===== src/rtl/pv1000_pkg.sv =====
// Shared types and constants for the PV-1000 cartridge loader: FSM states,
// ROM window bounds, image-size encodings and the size-selection helpers.
package pv1000_pkg;

  typedef enum logic [2:0] {
    IDLE,
    LOAD,
    PAD,
    MIR_RD,
    MIR_WAIT,
    MIR_WR,
    HOLD
  } state_t;

  localparam logic [15:0] ROM_WINDOW_END = 16'h7FFF;

  localparam logic [15:0] SIZE_8K  = 16'h2000;
  localparam logic [15:0] SIZE_16K = 16'h4000;
  localparam logic [15:0] SIZE_32K = 16'h8000;

  localparam logic [1:0] ROM_SIZE_8K  = 2'd0;
  localparam logic [1:0] ROM_SIZE_16K = 2'd1;
  localparam logic [1:0] ROM_SIZE_32K = 2'd2;

  // Smallest power-of-two image that still contains the highest written byte.
  function automatic logic [1:0] rom_size_for(input logic [15:0] last);
    if (last < SIZE_8K) begin
      return ROM_SIZE_8K;
    end else if (last < SIZE_16K) begin
      return ROM_SIZE_16K;
    end else begin
      return ROM_SIZE_32K;
    end
  endfunction

  function automatic logic [15:0] size_of(input logic [1:0] code);
    case (code)
      ROM_SIZE_8K:  return SIZE_8K;
      ROM_SIZE_16K: return SIZE_16K;
      default:      return SIZE_32K;
    endcase
  endfunction

endpackage


===== src/rtl/pv1000_cart_loader.sv =====
// Cartridge loader: captures the HPS download into the 32 KiB ROM window,
// pads to a power-of-two size with 0xFF, mirrors it, then holds console reset.
module pv1000_cart_loader
  import pv1000_pkg::*;
#(
  parameter logic [7:0] CART_INDEX  = 8'd1,
  parameter int         HOLD_CYCLES = 255
) (
  input  logic        clk_sys,
  input  logic        reset,
  input  logic        ioctl_download,
  input  logic [7:0]  ioctl_index,
  input  logic        ioctl_wr,
  input  logic [24:0] ioctl_addr,
  input  logic [7:0]  ioctl_dout,
  input  logic [7:0]  ram_q,
  output logic [15:0] ram_a,
  output logic [7:0]  ram_d,
  output logic        ram_we,
  output logic        busy,
  output logic        console_reset,
  output logic [1:0]  rom_size,
  output logic        overflow
);

  localparam logic [15:0] HOLD_LAST = 16'(HOLD_CYCLES - 1);

  state_t      state_reg;
  logic        dl_prev_reg;
  logic [15:0] last_reg;
  logic [15:0] size_reg;
  logic [15:0] ptr_reg;
  logic [15:0] hold_cnt_reg;

  logic        dl_rise;
  logic        dl_fall;
  logic        cart_rise;
  logic        in_window;
  logic        wr_ok;
  logic [15:0] addr16;
  logic [15:0] last_next;
  logic [1:0]  fall_code;
  logic [15:0] fall_size;
  logic [15:0] pad_start;
  logic [15:0] size_mask;

  assign dl_rise   = ioctl_download & ~dl_prev_reg;
  assign dl_fall   = ~ioctl_download & dl_prev_reg;
  assign cart_rise = dl_rise && (ioctl_index == CART_INDEX);
  assign in_window = (ioctl_addr[24:15] == 10'd0);
  assign wr_ok     = ioctl_wr & in_window;
  assign addr16    = ioctl_addr[15:0];
  assign size_mask = size_reg - 16'd1;

  // A strobe coinciding with the download fall still counts toward the size.
  always_comb begin
    last_next = last_reg;
    if (wr_ok && (addr16 > last_reg)) begin
      last_next = addr16;
    end
    fall_code = rom_size_for(last_next);
    fall_size = size_of(fall_code);
    pad_start = last_next + 16'd1;
  end

  always_ff @(posedge clk_sys) begin
    dl_prev_reg <= ioctl_download;
    if (reset) begin
      state_reg     <= IDLE;
      ram_a         <= 16'd0;
      ram_d         <= 8'd0;
      ram_we        <= 1'b0;
      busy          <= 1'b0;
      console_reset <= 1'b1;
      rom_size      <= ROM_SIZE_8K;
      overflow      <= 1'b0;
      last_reg      <= 16'd0;
      size_reg      <= SIZE_8K;
      ptr_reg       <= 16'd0;
      hold_cnt_reg  <= 16'd0;
    end else begin
      ram_we <= 1'b0;
      if (cart_rise) begin
        // A new cartridge download restarts from any state.
        state_reg     <= LOAD;
        busy          <= 1'b1;
        console_reset <= 1'b1;
        last_reg      <= 16'd0;
        overflow      <= 1'b0;
        rom_size      <= ROM_SIZE_8K;
      end else begin
        case (state_reg)
          IDLE: begin
            busy          <= 1'b0;
            console_reset <= 1'b0;
          end

          LOAD: begin
            if (wr_ok) begin
              ram_we   <= 1'b1;
              ram_a    <= addr16;
              ram_d    <= ioctl_dout;
              last_reg <= last_next;
            end else if (ioctl_wr) begin
              overflow <= 1'b1;
            end
            if (dl_fall) begin
              rom_size <= fall_code;
              size_reg <= fall_size;
              if (pad_start != fall_size) begin
                ptr_reg   <= pad_start;
                state_reg <= PAD;
              end else if (fall_size != SIZE_32K) begin
                ptr_reg   <= fall_size;
                state_reg <= MIR_RD;
              end else begin
                hold_cnt_reg <= 16'd0;
                state_reg    <= HOLD;
              end
            end
          end

          PAD: begin
            ram_we <= 1'b1;
            ram_a  <= ptr_reg;
            ram_d  <= 8'hFF;
            if (ptr_reg == size_mask) begin
              if (size_reg != SIZE_32K) begin
                ptr_reg   <= size_reg;
                state_reg <= MIR_RD;
              end else begin
                hold_cnt_reg <= 16'd0;
                state_reg    <= HOLD;
              end
            end else begin
              ptr_reg <= ptr_reg + 16'd1;
            end
          end

          MIR_RD: begin
            ram_a     <= ptr_reg & size_mask;
            state_reg <= MIR_WAIT;
          end

          MIR_WAIT: begin
            state_reg <= MIR_WR;
          end

          MIR_WR: begin
            ram_we <= 1'b1;
            ram_a  <= ptr_reg;
            ram_d  <= ram_q;
            if (ptr_reg == ROM_WINDOW_END) begin
              hold_cnt_reg <= 16'd0;
              state_reg    <= HOLD;
            end else begin
              ptr_reg   <= ptr_reg + 16'd1;
              state_reg <= MIR_RD;
            end
          end

          HOLD: begin
            if (hold_cnt_reg == HOLD_LAST) begin
              busy          <= 1'b0;
              console_reset <= 1'b0;
              state_reg     <= IDLE;
            end else begin
              hold_cnt_reg <= hold_cnt_reg + 16'd1;
            end
          end

          default: begin
            state_reg <= IDLE;
          end
        endcase
      end
    end
  end

endmodule


===== config.mk =====
export PLATFORM = sky130hd
export DESIGN_NAME = pv1000_cart_loader
export DESIGN_NICKNAME = d
export VERILOG_FILES = /design/src/rtl/pv1000_pkg.sv /design/src/rtl/pv1000_cart_loader.sv
export SDC_FILE = /design/constraint.sdc
export NUM_CORES = 1
export LEC_CHECK = 0
export CAP_MARGIN = 5
export CORE_AREA = 2 2 134 136
export DETAILED_ROUTE_END_ITERATION = 10
export DIE_AREA = 0 0 136 138
export PLACE_DENSITY = 0.63
export SETUP_SLACK_MARGIN = 0.02
export SKIP_LAST_GASP = 1
export SLEW_MARGIN = 20
export SYNTH_ARGS = -nofsm -noshare
export SYNTH_HDL_FRONTEND = slang
export SYNTH_SLANG_ARGS = --single-unit

===== constraint.sdc =====
create_clock -name clk_sys -period 9.5 [get_ports clk_sys]
set_clock_uncertainty 0.05 [all_clocks]
set_input_delay 1.9 -clock clk_sys [delete_from_list [all_inputs] [get_ports clk_sys]]
set_output_delay 1.9 -clock clk_sys [all_outputs]
set_load 0.01 [all_outputs]

Word level (Yosys, flattened, before mapping)
Index checks and enable logic that the tools add are counted.
{"block": "totals", "register_bits": 98, "in_bits": 53}
{"block": "classes", "n_eq_ne": 30, "muxes": 37, "n_reduce_logical": 24, "addsub": 4, "bitwise": 9, "n_lt_le_gt_ge": 3}
{"operator": "2-to-1 mux 16 bit", "count": 15}
{"operator": "case mux 16 bit (3 select lines)", "count": 2}
{"operator": "case mux 16 bit (4 select lines)", "count": 1}
{"operator": "adder 16 x 1 -> 16 bit, second input constant", "count": 3}
{"operator": "inequality test 16 bit, second input constant", "count": 2}
{"operator": "case mux 16 bit (2 select lines)", "count": 1}
{"operator": "case mux 8 bit (3 select lines)", "count": 1}
{"operator": "inequality test 2 bit, second input constant", "count": 11}
{"operator": "2-to-1 mux 3 bit", "count": 7}
{"operator": "case mux 3 bit (7 select lines)", "count": 1}
{"operator": "AND 16 bit", "count": 1}
{"operator": "equality test 16 x 15 -> 1 bit, second input constant", "count": 1}
{"operator": "equality test 16 bit", "count": 1}
{"operator": "equality test 16 x 8 -> 1 bit, second input constant", "count": 1}
{"operator": "greater-than comparator 16 bit", "count": 1}
{"operator": "< comparator 16 x 14 -> 1 bit, second input constant", "count": 1}
{"operator": "< comparator 16 x 15 -> 1 bit, second input constant", "count": 1}
{"operator": "inequality test 16 bit", "count": 1}
{"operator": "subtractor 16 x 1 -> 16 bit, second input constant", "count": 1}
{"operator": "inequality test 3 bit, second input constant", "count": 5}
{"operator": "AND reduction 3 bit", "count": 4}
{"operator": "logical NOT 10 bit", "count": 1}
{"operator": "equality test 3 bit, second input constant", "count": 3}
{"operator": "AND reduction 9 bit", "count": 1}
{"operator": "other kinds (20)", "count": 40}

Logic depth before layout (Yosys ltp)
Gate-level depths: netlist of the first run.
{"block": "depth", "ltp_word": 15, "ltp_mapped": 22, "ltp_nobuf": 18}

Least setup slack after synthesis of the first run
OpenSTA, ideal clock, no wires.
{"block": "synth_timing", "path_kind": "input to register", "start": "in ioctl_addr[15]", "end": "reg hold_cnt_reg[1]", "t_arrival_ps": 6154, "stages": 20, "setup_slack_ps": 3168, "path_cell_list": "ha_1 nand4_1 nor3_1 a2111o_1 o31ai_4 clkbuf_1 nand2_1 o21ai_0 ha_1 clkbuf_1 nand2_1 or3_4 mux2_4 o32ai_1 nand4_1 a2111oi_4 o21ba_1 buf_2 mux2i_1 nor2_1"}
{"block": "synth_via", "elab_chain_cells": 12, "elab_cells_between_ends": 18, "classes_between": "add/sub (1); order compare (3); eq/ne (5); mux (4); bitwise (1); reduce/logical (4)"}
{"item": "start, declared", "line": "pv1000_cart_loader.sv:14", "text": "input logic [24:0] ioctl_addr,"}
{"item": "parallel branches: the longest is 2 deep, another holds greater-than comparator 16 bit"}
{"item": "logical AND 1 bit (*)", "line": "pv1000_cart_loader.sv:58", "text": "if (wr_ok && (addr16 > last_reg)) begin"}
{"item": "2-to-1 mux 16 bit (*)", "line": "pv1000_cart_loader.sv:58"}
{"item": "net last_next[0]", "line": "pv1000_cart_loader.sv:41", "text": "logic [15:0] last_next;"}
{"item": "< comparator 16 x 15 -> 1 bit", "line": "pv1000_pkg.sv:29", "text": "end else if (last < SIZE_16K) begin"}
{"item": "2-to-1 mux 2 bit", "line": "pv1000_pkg.sv:29"}
{"item": "2-to-1 mux 2 bit", "line": "pv1000_pkg.sv:27", "text": "if (last < SIZE_8K) begin"}
{"item": "equality test 2 x 1 -> 1 bit or logical NOT 2 bit (tied branches)", "line": "pv1000_pkg.sv:37", "text": "case (code)"}
{"item": "case mux 16 bit (2 select lines)", "line": "pv1000_pkg.sv:37"}
{"item": "inequality test 16 bit (on tied branches)", "line": "pv1000_cart_loader.sv:113, pv1000_cart_loader.sv:110"}
{"item": "inequality test 2 bit (no line)"}
{"item": "AND reduction 9 bit (no line) (*)"}
{"item": "end signal, assigned", "line": "pv1000_cart_loader.sv:168", "text": "hold_cnt_reg <= hold_cnt_reg + 16'd1;"}
{"item": "end, declared", "line": "pv1000_cart_loader.sv:33", "text": "logic [15:0] hold_cnt_reg;"}
Mark *: on every way through the listed nets, which the timed path passes.
A chain may end at the register's enable or synchronous reset.

Worst setup path after layout of the first run
{"block": "layout_timing", "start": "in ioctl_addr[14]", "end": "reg ptr_reg[8]"}
{"block": "layout_via", "elab_chain_cells": 12, "elab_cells_between_ends": 18, "classes_between": "add/sub (1); order compare (3); eq/ne (4); mux (7); reduce/logical (3)"}
{"item": "greater-than comparator 16 bit (*)", "line": "pv1000_cart_loader.sv:58"}
{"item": "logical AND 1 bit (*)", "line": "pv1000_cart_loader.sv:58"}
{"item": "2-to-1 mux 16 bit (*)", "line": "pv1000_cart_loader.sv:58"}
{"item": "net last_next[0]", "line": "pv1000_cart_loader.sv:41"}
{"item": "< comparator 16 x 15 -> 1 bit", "line": "pv1000_pkg.sv:29"}
{"item": "2-to-1 mux 2 bit", "line": "pv1000_pkg.sv:29"}
{"item": "2-to-1 mux 2 bit", "line": "pv1000_pkg.sv:27"}
{"item": "equality test 2 x 1 -> 1 bit or logical NOT 2 bit (tied branches)", "line": "pv1000_pkg.sv:37"}
{"item": "case mux 16 bit (2 select lines)", "line": "pv1000_pkg.sv:37"}
{"item": "inequality test 16 bit", "line": "pv1000_cart_loader.sv:110", "text": "if (pad_start != fall_size) begin"}
{"item": "2-to-1 mux 16 bit", "line": "pv1000_cart_loader.sv:110"}
{"item": "2-to-1 mux 16 bit", "line": "pv1000_cart_loader.sv:107", "text": "if (dl_fall) begin"}
{"item": "case mux 16 bit (3 select lines)", "line": "pv1000_cart_loader.sv:92", "text": "case (state_reg)"}
{"item": "end signal, assigned", "line": "pv1000_cart_loader.sv:111", "text": "ptr_reg <= pad_start;"}
{"item": "end signal, assigned", "line": "pv1000_cart_loader.sv:114", "text": "ptr_reg <= fall_size;"}
{"item": "end signal, assigned", "line": "pv1000_cart_loader.sv:129", "text": "ptr_reg <= size_reg;"}
{"item": "end, declared", "line": "pv1000_cart_loader.sv:32", "text": "logic [15:0] ptr_reg;"}
The timed path passes the listed nets; every way through them passes the cells marked *. The select of a mux whose other input is x is not followed.

==> impl_metrics.csv, run 1 <==
group,metric,value,unit
cts,numCtsBuffers,9,
detailed_routing,viasPerCell,5.609,
setup_path,reg2reg_slack,3.62,ns
floorplanning,initial_core_util,33.89,%
detailed_routing,first_iter_violations,454,
setup_path,cp_num_cells,18,
place,dp.final_hpwl,13.31,mm
timing,drv_slew,0,
timing,worst_slew_pin_slew,0.9632,ns
yosys,synthArstFlopShare,0,%
cts,postCtsSetupRepairBufs,0,
floorplanning,core-area,0.01753,mm2
cts,clk_pin_slew,0.06,ns
hold_path,min_path_cells,2,
detailed_routing,vias,6114,
setup_path,r2r.worst_path.cells,18,
global_route,track_usage,19.32,%
power_and_ir_drop,power_leakage,0.002487,uW
place,io_buffers,82,
power_and_ir_drop,powerDensity,112.2,mW/mm2
timing,slew_headroom,35.55,%
power_and_ir_drop,vdd_drop_max,0.09093,mV
final_layout,syn2layout_area_growth,20.99,%
detailed_routing,avgRoutedWirePerCell,16.65,um
cts,hold_buffers,0,
setup_path,setup.worst_path.class,"primary input to register",
cts,cts_resized,0,
yosys,synth_ff_type,"dfxtp_1",
cts,cts_sinks,85,
final_layout,fin_nets,935,
yosys,ys_ff_latch,85,
detailed_routing,drc,0,
timing,fmax,132.5,MHz
detailed_routing,wl,18.15,mm
setup_path,crit_buf_inv,2,
hold_path,min_path_type,"register to register",
final_layout,drive_gt1_share,4.297,%
yosys,ys_top_cells_by_area,"dfxtp_1, nor2_1, a21oi_1",
yosys,yosysWarnings,0,
setup_path,critical_path_arrival,7.73,ns
final_layout,finalCoreUtilization,41.01,%
yosys,yosysSeqAreaShare,28.63,%
floorplanning,num_rows,49,
global_route,antenna_found_initial,0,
timing,fin_crit_sh,79.44,%
floorplanning,die_w,136,um
setup_path,crit_path_max_fanout,34,
cts,root_buffer,"clkbuf_16",
yosys,synth_fp_nets,886,
global_route,grt_pass1_wl,29.39,mm
setup_path,path_delay_family,"compound AO/OA/AOI/OAI gates",
place,place.gp.congestion,0.8959,
cts,tritoncts,"built",
detailed_routing,dr.pass1.iters,8,
yosys,synth_top_area_cell,"dfxtp_1",
global_route,first_global_vias,5512,
final_layout,fill_cells,1812,
yosys,synth_edf_count,0,
final_layout,diodes,0,
outcome,outcome,"completed",
cts,clock_latency,0.35,ns
job,max_cap_violations,0,
setup_path,worstPathCellList,"clkdlybuf4s50_1 -> ha_1 -> nand4_1 -> nor4_1 -> a21boi_1 -> o31ai_4 -> buf_4 -> o21ai_0 -> ha_1 -> nand2_1 -> nor4_1 -> nor4_1 -> o211a_1 -> mux2i_1 -> a2111oi_4 -> o21ai_2 -> o21ai_0 -> a32o_1",
yosys,syn_area,0.005943,mm2
floorplanning,die_area,0.01877,mm2
setup_path,cp.required,9.69,ns
timing,finalHoldViolations,0,
timing,tns,0,ns
setup_path,endpoint_kind,"register",
yosys,synth_top_area_share,28.63,%
floorplanning,die_y,138,um
detailed_routing,ant_nets,0,
setup_path,start_kind,"primary input",
global_route,grt_max_degree,62,
timing,setup-violations-final,0,
yosys,syn_inst,808,
timing,grt_setup_unrepaired,"false",
setup_path,cp_slowest_cell,"o21ai_2",
setup_path,cpPeakStageDelay,0.74,ns
global_route,overflow,0,
cts,clockBufferDepth,2,
cts,htree_levels,3,
yosys,syn_avg_cell_area,7.355,um2
floorplanning,boundaryPins,83,
setup_path,crit_top_cell,"nor4_1",
timing,min_period,7.547,ns
yosys,synth.distinct_cells,74,
==> kinds of logic after synthesis <==
kind of cell    synth area share, %
mux                           4.168
xor+xnor                      4.274
compound gates                24.13
simple gates                  27.96
fa+ha+maj                     5.263
flops                         28.63
buf+inv                       5.579
==> worst paths after layout <==
check / start / end
worst min register to register: ram_a[4] / ram_a[4]
worst min-delay path: ram_a[4] / ram_a[4]
worst max-delay path: ioctl_addr[14] / ptr_reg[8]
worst max register to register: last_reg[14] / ptr_reg[8]
==> cell usage in the layout (no fill, tap or decap), types with 16 or more instances in the layout <==
| cell | count |
|---|---|
| a211oi_1 | 17 |
| inv_1 | 33 |
| xnor2_1 | 22 |
| o21ai_0 | 48 |
| and3_1 | 16 |
| nor2_1 | 119 |
| dfxtp_1 | 85 |
| nand3_1 | 25 |
| nand2_1 | 86 |
| a21oi_1 | 75 |
| ha_1 | 25 |
| clkdlybuf4s50_1 | 81 |
| mux2i_1 | 21 |
| nor3_1 | 31 |
==> layer usage <==
layer | part of all wire [%] | GRT usage (%) | vias to the layer above
met5 | 0 | 0 | -
met4 | 2.0 | 7.018 | 0
met3 | 7.1 | 2.787 | 26
met2 | 42 | 27.29 | 231
met1 | 49 | 29.44 | 2817
li1 | - | - | 3040
==> synth_stat cells (all sizes together) (3+ instances only) <==
master  count
a311oi      6
inv        33
nand3      26
o21a        4
nand4      14
a21oi      75
mux2        3
a221oi     12
nor4       13
dfxtp      85
o21bai      3
and2        7
buf        16
mux2i      21
a211oi     17
clkbuf     33
nand2      86
nor2      119
a41oi       3
nand2b      4
a31o        3
o21ai      51
xnor2      22
nor3b       3
nor3       31
a31oi       7
o22ai       4
ha         25
or3         6
xor2        7
and3       16
a22oi       3
o211ai      4
nor2b       4
o32ai       6
==> cell type report <==
type	instances	area (um2)	share of cell area, %
clock inverter	4	72.57	1.009
sequential	85	1702	23.66
timing repair buffer	87	853.3	11.87
multi-input combinational	641	3910	54.38
inverter	33	123.9	1.723
tap	229	286.5	3.985
clock buffer	11	242.7	3.376
==> worst register-to-register path, cell delays in order (launching register included) <==
cell and delay (ns):
dfxtp_1 0.44, inv_1 0.16, ha_1 0.32, nand4_1 0.16, nor4_1 0.41, a21boi_1 0.36, o31ai_4 0.11, buf_4 0.26
o21ai_0 0.44, ha_1 0.40, nand2_1 0.20, nor4_1 0.44, nor4_1 0.09, o211a_1 0.22, mux2i_1 0.30, a2111oi_4 0.13
o21ai_2 0.75, o21ai_0 0.21, a32o_1 0.31
==> stage by stage <==
stage	cell area, um2	worst slack [ns]	cells	hold slack [ns]	total power (uW)
after floorplan	5943	3.168	808	0.4010	393.0
after global placement	6875	1.814	1075	0.4073	428.2
after CTS	7191	2.078	1090	0.4406	812.5
after detailed placement	6875	1.703	1075	0.4242	428.3
final	7191	1.953	1090	0.4356	806.9
after global routing	7191	1.517	1090	0.4614	829.9
==> power by group <==
part	switching [uW]	total, uW	internal [uW]
clock	150	386	236
sequential	0.209	357	357
combinational	33.7	64.1	30.4
Note: power is estimated with default switching activity, not from simulation.
==> run 2, diff against run 1 <==
==> constraint.sdc (replaced) <==
create_clock -name clk_sys -period 7.86 [get_ports clk_sys]
set_clock_uncertainty 0.05 [all_clocks]
set_input_delay 1.572 -clock clk_sys [delete_from_list [all_inputs] [get_ports clk_sys]]
set_output_delay 1.572 -clock clk_sys [all_outputs]
set_load 0.01 [all_outputs]
==> run 2 against run 1 <==
Net effect:
- final cell count up 0.83%
- routed wire length up 0.69%
- sequential power up 21%
- register-to-register slack worse by 1.4 ns
- core utilization up 0.14 points
- final area up 0.33%
- critical path type unchanged
==> impl_metrics.csv, run 2 (synthesis results as in run 1) <==
group,metric,value,unit
power_and_ir_drop,vdd_drop_max,0.09531,mV
final_layout,final_common_cell,"nor2_1",
cts,clock_latency,0.36,ns
setup_path,crit_buf_inv,1,
final_layout,drive_gt1_share,5.172,%
cts,clk_pin_slew,0.06,ns
cts,tritoncts,"built",
outcome,outcome,"completed",
global_route,overflow,0,
global_route,grt_pass1_wl,28.94,mm
place,io_buffers,82,
power_and_ir_drop,power_leakage,0.002515,uW
detailed_routing,wl,18.27,mm
detailed_routing,viasPerCell,5.576,
power_and_ir_drop,finalPower,926.0,uW
cts,cts_resized,0,
setup_path,cp_slowest_cell,"o21ai_2",
detailed_routing,vias,6128,
final_layout,syn2layout_area_growth,21.39,%
cts,root_buffer,"clkbuf_16",
cts,cts_sinks,85,
floorplanning,core-area,0.01753,mm2
floorplanning,die_w,136,um
power_and_ir_drop,powerDensity,128.3,mW/mm2
hold_path,min_path_type,"register to register",
place,placed_area,0.006935,mm2
timing,drv_slew,0,
cts,clockBufferDepth,2,
cts,postCtsSetupRepairBufs,0,
place,dp.final_hpwl,13.34,mm
setup_path,setup.worst_path.class,"primary input to register",
final_layout,diodes,0,
final_layout,final_area,0.007214,mm2
setup_path,critical_path_arrival,7.13,ns
place,place_inst,1083,
timing,min_period,6.941,ns
setup_path,path_delay_family,"compound AO/OA/AOI/OAI gates",
setup_path,start_kind,"primary input",
setup_path,worstPathCellList,"clkdlybuf4s50_1 -> ha_1 -> nand4_1 -> nor4_1 -> a21boi_1 -> o31a_1 -> nand2_1 -> o21ai_0 -> ha_1 -> nand3_1 -> nor3_1 -> mux2i_1 -> a221oi_1 -> mux2i_1 -> a2111oi_4 -> o21ai_2 -> o21ai_0 -> a32o_1",
global_route,grt_max_degree,62,
setup_path,crit_path_max_fanout,23,
timing,grt_setup_unrepaired,"false",
timing,finalHoldViolations,0,
detailed_routing,first_iter_violations,474,
timing,tns,0,ns
floorplanning,num_rows,49,
place,place.gp.congestion,0.9111,
cts,hold_buffers,0,
floorplanning,boundaryPins,83,
detailed_routing,ant_nets,0,
final_layout,layout_common_cells,"nor2_1, nand2_1, dfxtp_1, clkdlybuf4s50_1, a21oi_1",
floorplanning,die_area,0.01877,mm2
floorplanning,die_y,138,um
cts,htree_levels,3,
timing,setup-violations-final,0,
final_layout,fin_nets,943,
detailed_routing,drc,0,
floorplanning,initial_core_util,33.89,%
setup_path,endpoint_kind,"register",
job,max_cap_violations,0,
timing,worst_slew_pin_slew,0.9986,ns
global_route,first_global_vias,5512,
global_route,antenna_found_initial,0,
setup_path,cp.required,8.05,ns
detailed_routing,avgRoutedWirePerCell,16.63,um
timing,fmax,144.1,MHz
detailed_routing,dr.pass1.iters,5,
cts,numCtsBuffers,9,
timing,fin_crit_sh,88.31,%
setup_path,cpPeakStageDelay,0.72,ns
final_layout,layout.cells.non_filler,1099,
timing,slew_headroom,32.81,%
global_route,track_usage,19.26,%
## run 2: cell type report
type                    instances  area [um2]
well taps                     229       286.5
fillers                      1828       10320
inverters                      33       123.9
clock buffers                  13       260.3
clock inverters                 3       18.77
multi-input cells             641        3910
repair buffers                 95       913.4
flip-flops and latches         85        1702
## run 2: path summary, 6_finish.rpt
| check | slack [ns] | from | to | cells past startpoint |
|---|---|---|---|---|
| max | 0.92 | ioctl_addr[12] | ptr_reg[8] | 18 |
| min | 0.41 | console_reset | console_reset | 2 |
| max reg2reg | 2.18 | last_reg[14] | ptr_reg[8] | 18 |
| min reg2reg | 0.41 | console_reset | console_reset | 2 |
## run 2: layer usage
| metal | vias up | global-route usage (%) | part of all wire (%) |
|---|---|---|---|
| met5 | - | 0 | 0 |
| met4 | 0 | 7.018 | 2.0 |
| met3 | 27 | 3.337 | 7.8 |
| met2 | 258 | 27.37 | 42 |
| met1 | 2791 | 28.84 | 48 |
| li1 | 3052 | - | - |
## run 2: tightest hold or removal path, cell delays in order (launching register included)
cell     delay, ns
dfxtp_1       0.30
o21ai_0       0.06
nand2_1       0.05
## run 2: stage by stage
stage	utilization [%]	worst slack (ns)	hold slack (ns)
4_1_cts	41.14	1.024	0.4192
6_report	41.14	0.9189	0.4132
3_5_place_dp	39.55	0.6639	0.4070
3_3_place_gp	39.55	0.7714	0.4056
5_1_grt	41.14	0.4609	0.4568
2_1_floorplan	-	1.856	0.4010
## run 2: power by group
group	total [uW]	switching (uW)	leakage, uW	internal [uW]
clock network	415	183	0.000140	232
registers	431	0.223	0.000685	431
logic	79.9	40.9	0.00169	39.0
==> run 3, diff against run 2 <==
--- a/config.mk
+++ b/config.mk
@@ -5,11 +5,12 @@
 export SDC_FILE = /design/constraint.sdc
 export NUM_CORES = 1
 export LEC_CHECK = 0
+export ABC_AREA = 1
 export CAP_MARGIN = 5
-export CORE_AREA = 2 2 134 136
+export CORE_AREA = 2 2 133 135
 export DETAILED_ROUTE_END_ITERATION = 10
-export DIE_AREA = 0 0 136 138
-export PLACE_DENSITY = 0.63
+export DIE_AREA = 0 0 135 137
+export PLACE_DENSITY = 0.64
 export SETUP_SLACK_MARGIN = 0.02
 export SKIP_LAST_GASP = 1
 export SLEW_MARGIN = 20
==> constraint.sdc (replaced) <==
create_clock -name clk_sys -period 7.45 [get_ports clk_sys]
set_clock_uncertainty 0.05 [all_clocks]
set_input_delay 1.49 -clock clk_sys [delete_from_list [all_inputs] [get_ports clk_sys]]
set_output_delay 1.49 -clock clk_sys [all_outputs]
set_load 0.01 [all_outputs]
==> run 3 against run 2 <==
Net effect:
- first-iteration DRC count increased by 4.0%
- final cell count increased by 12%
- core utilization increased by 0.54 points
- non-clock buffer count decreased by 7
- critical path depth increased by 5
- clock power increased by 1%
- clock-buffer cell count decreased by 2
- sequential cell count unchanged
- largest power group unchanged
==> impl_metrics.csv, run 3 <==
group,metric,value,unit
floorplanning,die_y,137,um
setup_path,critical_path_arrival,5.38,ns
yosys,syn_inst,932,
power_and_ir_drop,powerDensity,132.7,mW/mm2
final_layout,drive_gt1_share,5.882,%
final_layout,fill_cells,1838,
outcome,outcome,"completed",
yosys,yosysWarnings,0,
timing,setup-violations-final,0,
floorplanning,core-area,0.01706,mm2
yosys,yosysSeqAreaShare,28.99,%
yosys,synth_top_area_cell,"dfxtp_1",
floorplanning,die_w,135,um
power_and_ir_drop,power_frac_seq,48.3,%
timing,worst_slew_pin_slew,0.9305,ns
timing,min_period,5.187,ns
job,max_cap_violations,0,
yosys,yosys-top-cells-count,"nand2_1, nor2_1, inv_1",
cts,clock_latency,0.35,ns
detailed_routing,avgRoutedWirePerCell,13.41,um
cts,clockBufferDepth,2,
final_layout,layout_common_cells,"nand2_1, nor2_1, inv_1, dfxtp_1, clkdlybuf4s50_1",
yosys,synth_fp_nets,1010,
power_and_ir_drop,p_sw,220.2,uW
setup_path,endpoint_kind,"register",
global_route,antenna_found_initial,0,
final_layout,fin_nets,1077,
place,io_buffers,82,
yosys,ys_ff_latch,85,
detailed_routing,wl,16.46,mm
cts,htree_levels,3,
place,pre_cts_ws,1.921,ns
detailed_routing,viasPerCell,4.940,
cts,clk_pin_slew,0.06,ns
power_and_ir_drop,p_int,723.3,uW
detailed_routing,drc,0,
power_and_ir_drop,finalPower,943.5,uW
final_layout,multi_input_area,0.003520,mm2
timing,fin_crit_sh,69.62,%
timing,fmax,192.8,MHz
timing,slew_headroom,37.74,%
yosys,synth_top_area_share,28.99,%
cts,numCtsBuffers,9,
timing,finalHoldViolations,0,
floorplanning,num_rows,48,
yosys,synth_ff_type,"dfxtp_1",
place,dp.final_hpwl,12.41,mm
cts,cts_sinks,85,
yosys,syn_area,0.005871,mm2
timing,tns,0,ns
yosys,ys_top_cells_by_area,"dfxtp_1, nand2_1, nor2_1",
detailed_routing,dr.pass1.iters,5,
final_layout,seq_area,0.001702,mm2
detailed_routing,vias,6066,
cts,tritoncts,"built",
yosys,synth.distinct_cells,44,
global_route,grt_pass1_wl,27.12,mm
yosys,synth_edf_count,0,
power_and_ir_drop,combPwrFrac,7.2,%
cts,postCtsSetupRepairBufs,0,
global_route,overflow,0,
detailed_routing,first_iter_violations,493,
setup_path,start_kind,"primary input",
final_layout,syn2layout_area_growth,21.10,%
global_route,first_global_vias,5480,
cts,hold_buffers,0,
setup_path,setup.worst_path.class,"primary input to register",
power_and_ir_drop,switching_share,23.34,%
cts,cts_resized,0,
power_and_ir_drop,vdd_drop_max,0.1097,mV
floorplanning,initial_core_util,34.42,%
timing,grt_setup_unrepaired,"false",
cts,root_buffer,"clkbuf_16",
global_route,track_usage,18.41,%
setup_path,cp.required,7.65,ns
timing,drv_slew,0,
place,place.gp.congestion,0.9392,
floorplanning,die_area,0.01850,mm2
timing,fin_ws,2.263,ns
floorplanning,boundaryPins,83,
power_and_ir_drop,clkPwrFrac,44.5,%
hold_path,min_path_type,"register to register",
yosys,yosysMostFrequentCell,"nand2_1",
yosys,synthArstFlopShare,0,%
final_layout,final_common_cell,"nand2_1",
detailed_routing,ant_nets,0,
final_layout,diodes,0,
yosys,syn_avg_cell_area,6.299,um2
setup_path,crit_path_max_fanout,18,
power_and_ir_drop,power_leakage,0.002967,uW
global_route,grt_max_degree,57,
-- run 3: changes by cell type in the layout (fill, tap and decap cells not counted), moves of 16 or more --
cell / before / now
inv_1: 33 / 121
nor3_1: 31 / 11
mux2i_1: 21 / 0
xnor2_1: 22 / 1
nand3_1: 25 / 72
a211oi_1: 17 / 0
and3_1: 16 / 0
nand2_1: 86 / 223
-- run 3: stage by stage --
stage | cell area, um2 | hold slack [ns] | util [%] | cells
2_1_floorplan | 5871 | 0.3862 | - | 932
3_3_place_gp | 6837 | 0.3828 | 40.08 | 1213
3_5_place_dp | 6837 | 0.3928 | 40.08 | 1213
4_1_cts | 7104 | 0.4047 | 41.65 | 1228
5_1_grt | 7109 | 0.4390 | 41.68 | 1228
6_report | 7109 | 0.3969 | 41.68 | 1228
-- run 3: cell families (layout without fill, tap and decap cells) --
group	Yosys count	in the layout	synth area share, %
AND/OR/NAND/NOR	493	493	37.92
AO/OA/AOI/OAI	165	165	15.60
buffers and inverters	158	229	11.27
flip-flops	85	85	28.99
adder cells (fa/ha/maj)	25	25	5.328
XOR/XNOR	6	6	0.8951
-- run 3: power groups by stage --
| stage | Clock [uW] | Combinational, uW | Sequential [uW] |
|---|---|---|---|
| floorplan | 0 | 28.0 | 466 |
| global route | 445 | 75.9 | 456 |
| global placement | 0 | 68.1 | 466 |
| CTS | 432 | 68.6 | 456 |
| detailed placement | 0 | 68.3 | 466 |
| finish | 419 | 68.2 | 456 |
-- run 3: final timing paths --
check,end,slack [ns],from,cells after the start
max,ptr_reg[9],2.26,ioctl_addr[13],23
max reg2reg,ptr_reg[9],3.56,last_reg[13],23
min reg2reg,console_reset,0.40,console_reset,2
min,console_reset,0.40,console_reset,2
-- run 3: layout make-up --
class | count | share of cell area, %
clock buffer | 11 | 3.414
clock inverter | 4 | 0.3520
inverter | 126 | 6.653
multi-input combinational | 689 | 49.51
sequential | 85 | 23.94
tap | 225 | 3.960
timing repair buffer | 88 | 12.18
-- run 3: worst max-delay path, cell delays in order --
cell,delay (ns)
clkdlybuf4s50_1,0.50
ha_1,0.35
a21oi_1,0.14
o21ai_0,0.13
a21oi_1,0.17
nand2_2,0.26
nand2_4,0.27
nand2_1,0.07
nand2_1,0.12
ha_1,0.20
nand3_1,0.15
nor2_2,0.22
nand2_1,0.07
nand2_1,0.09
nand2_1,0.05
nor2_1,0.09
nand2_1,0.07
nor2_2,0.18
nand4_4,0.24
nand2_4,0.23
inv_2,0.12
nor2_1,0.10
nor2_1,0.05
-- run 3: per-layer routing --
layer  global-route usage (%)  routed length, um  share of wire (%)
met5                        0                  0                  0
met4                    5.266                259                1.6
met3                    3.148                861                5.2
met2                    28.17               6986                 42
met1                    26.53               8356                 51
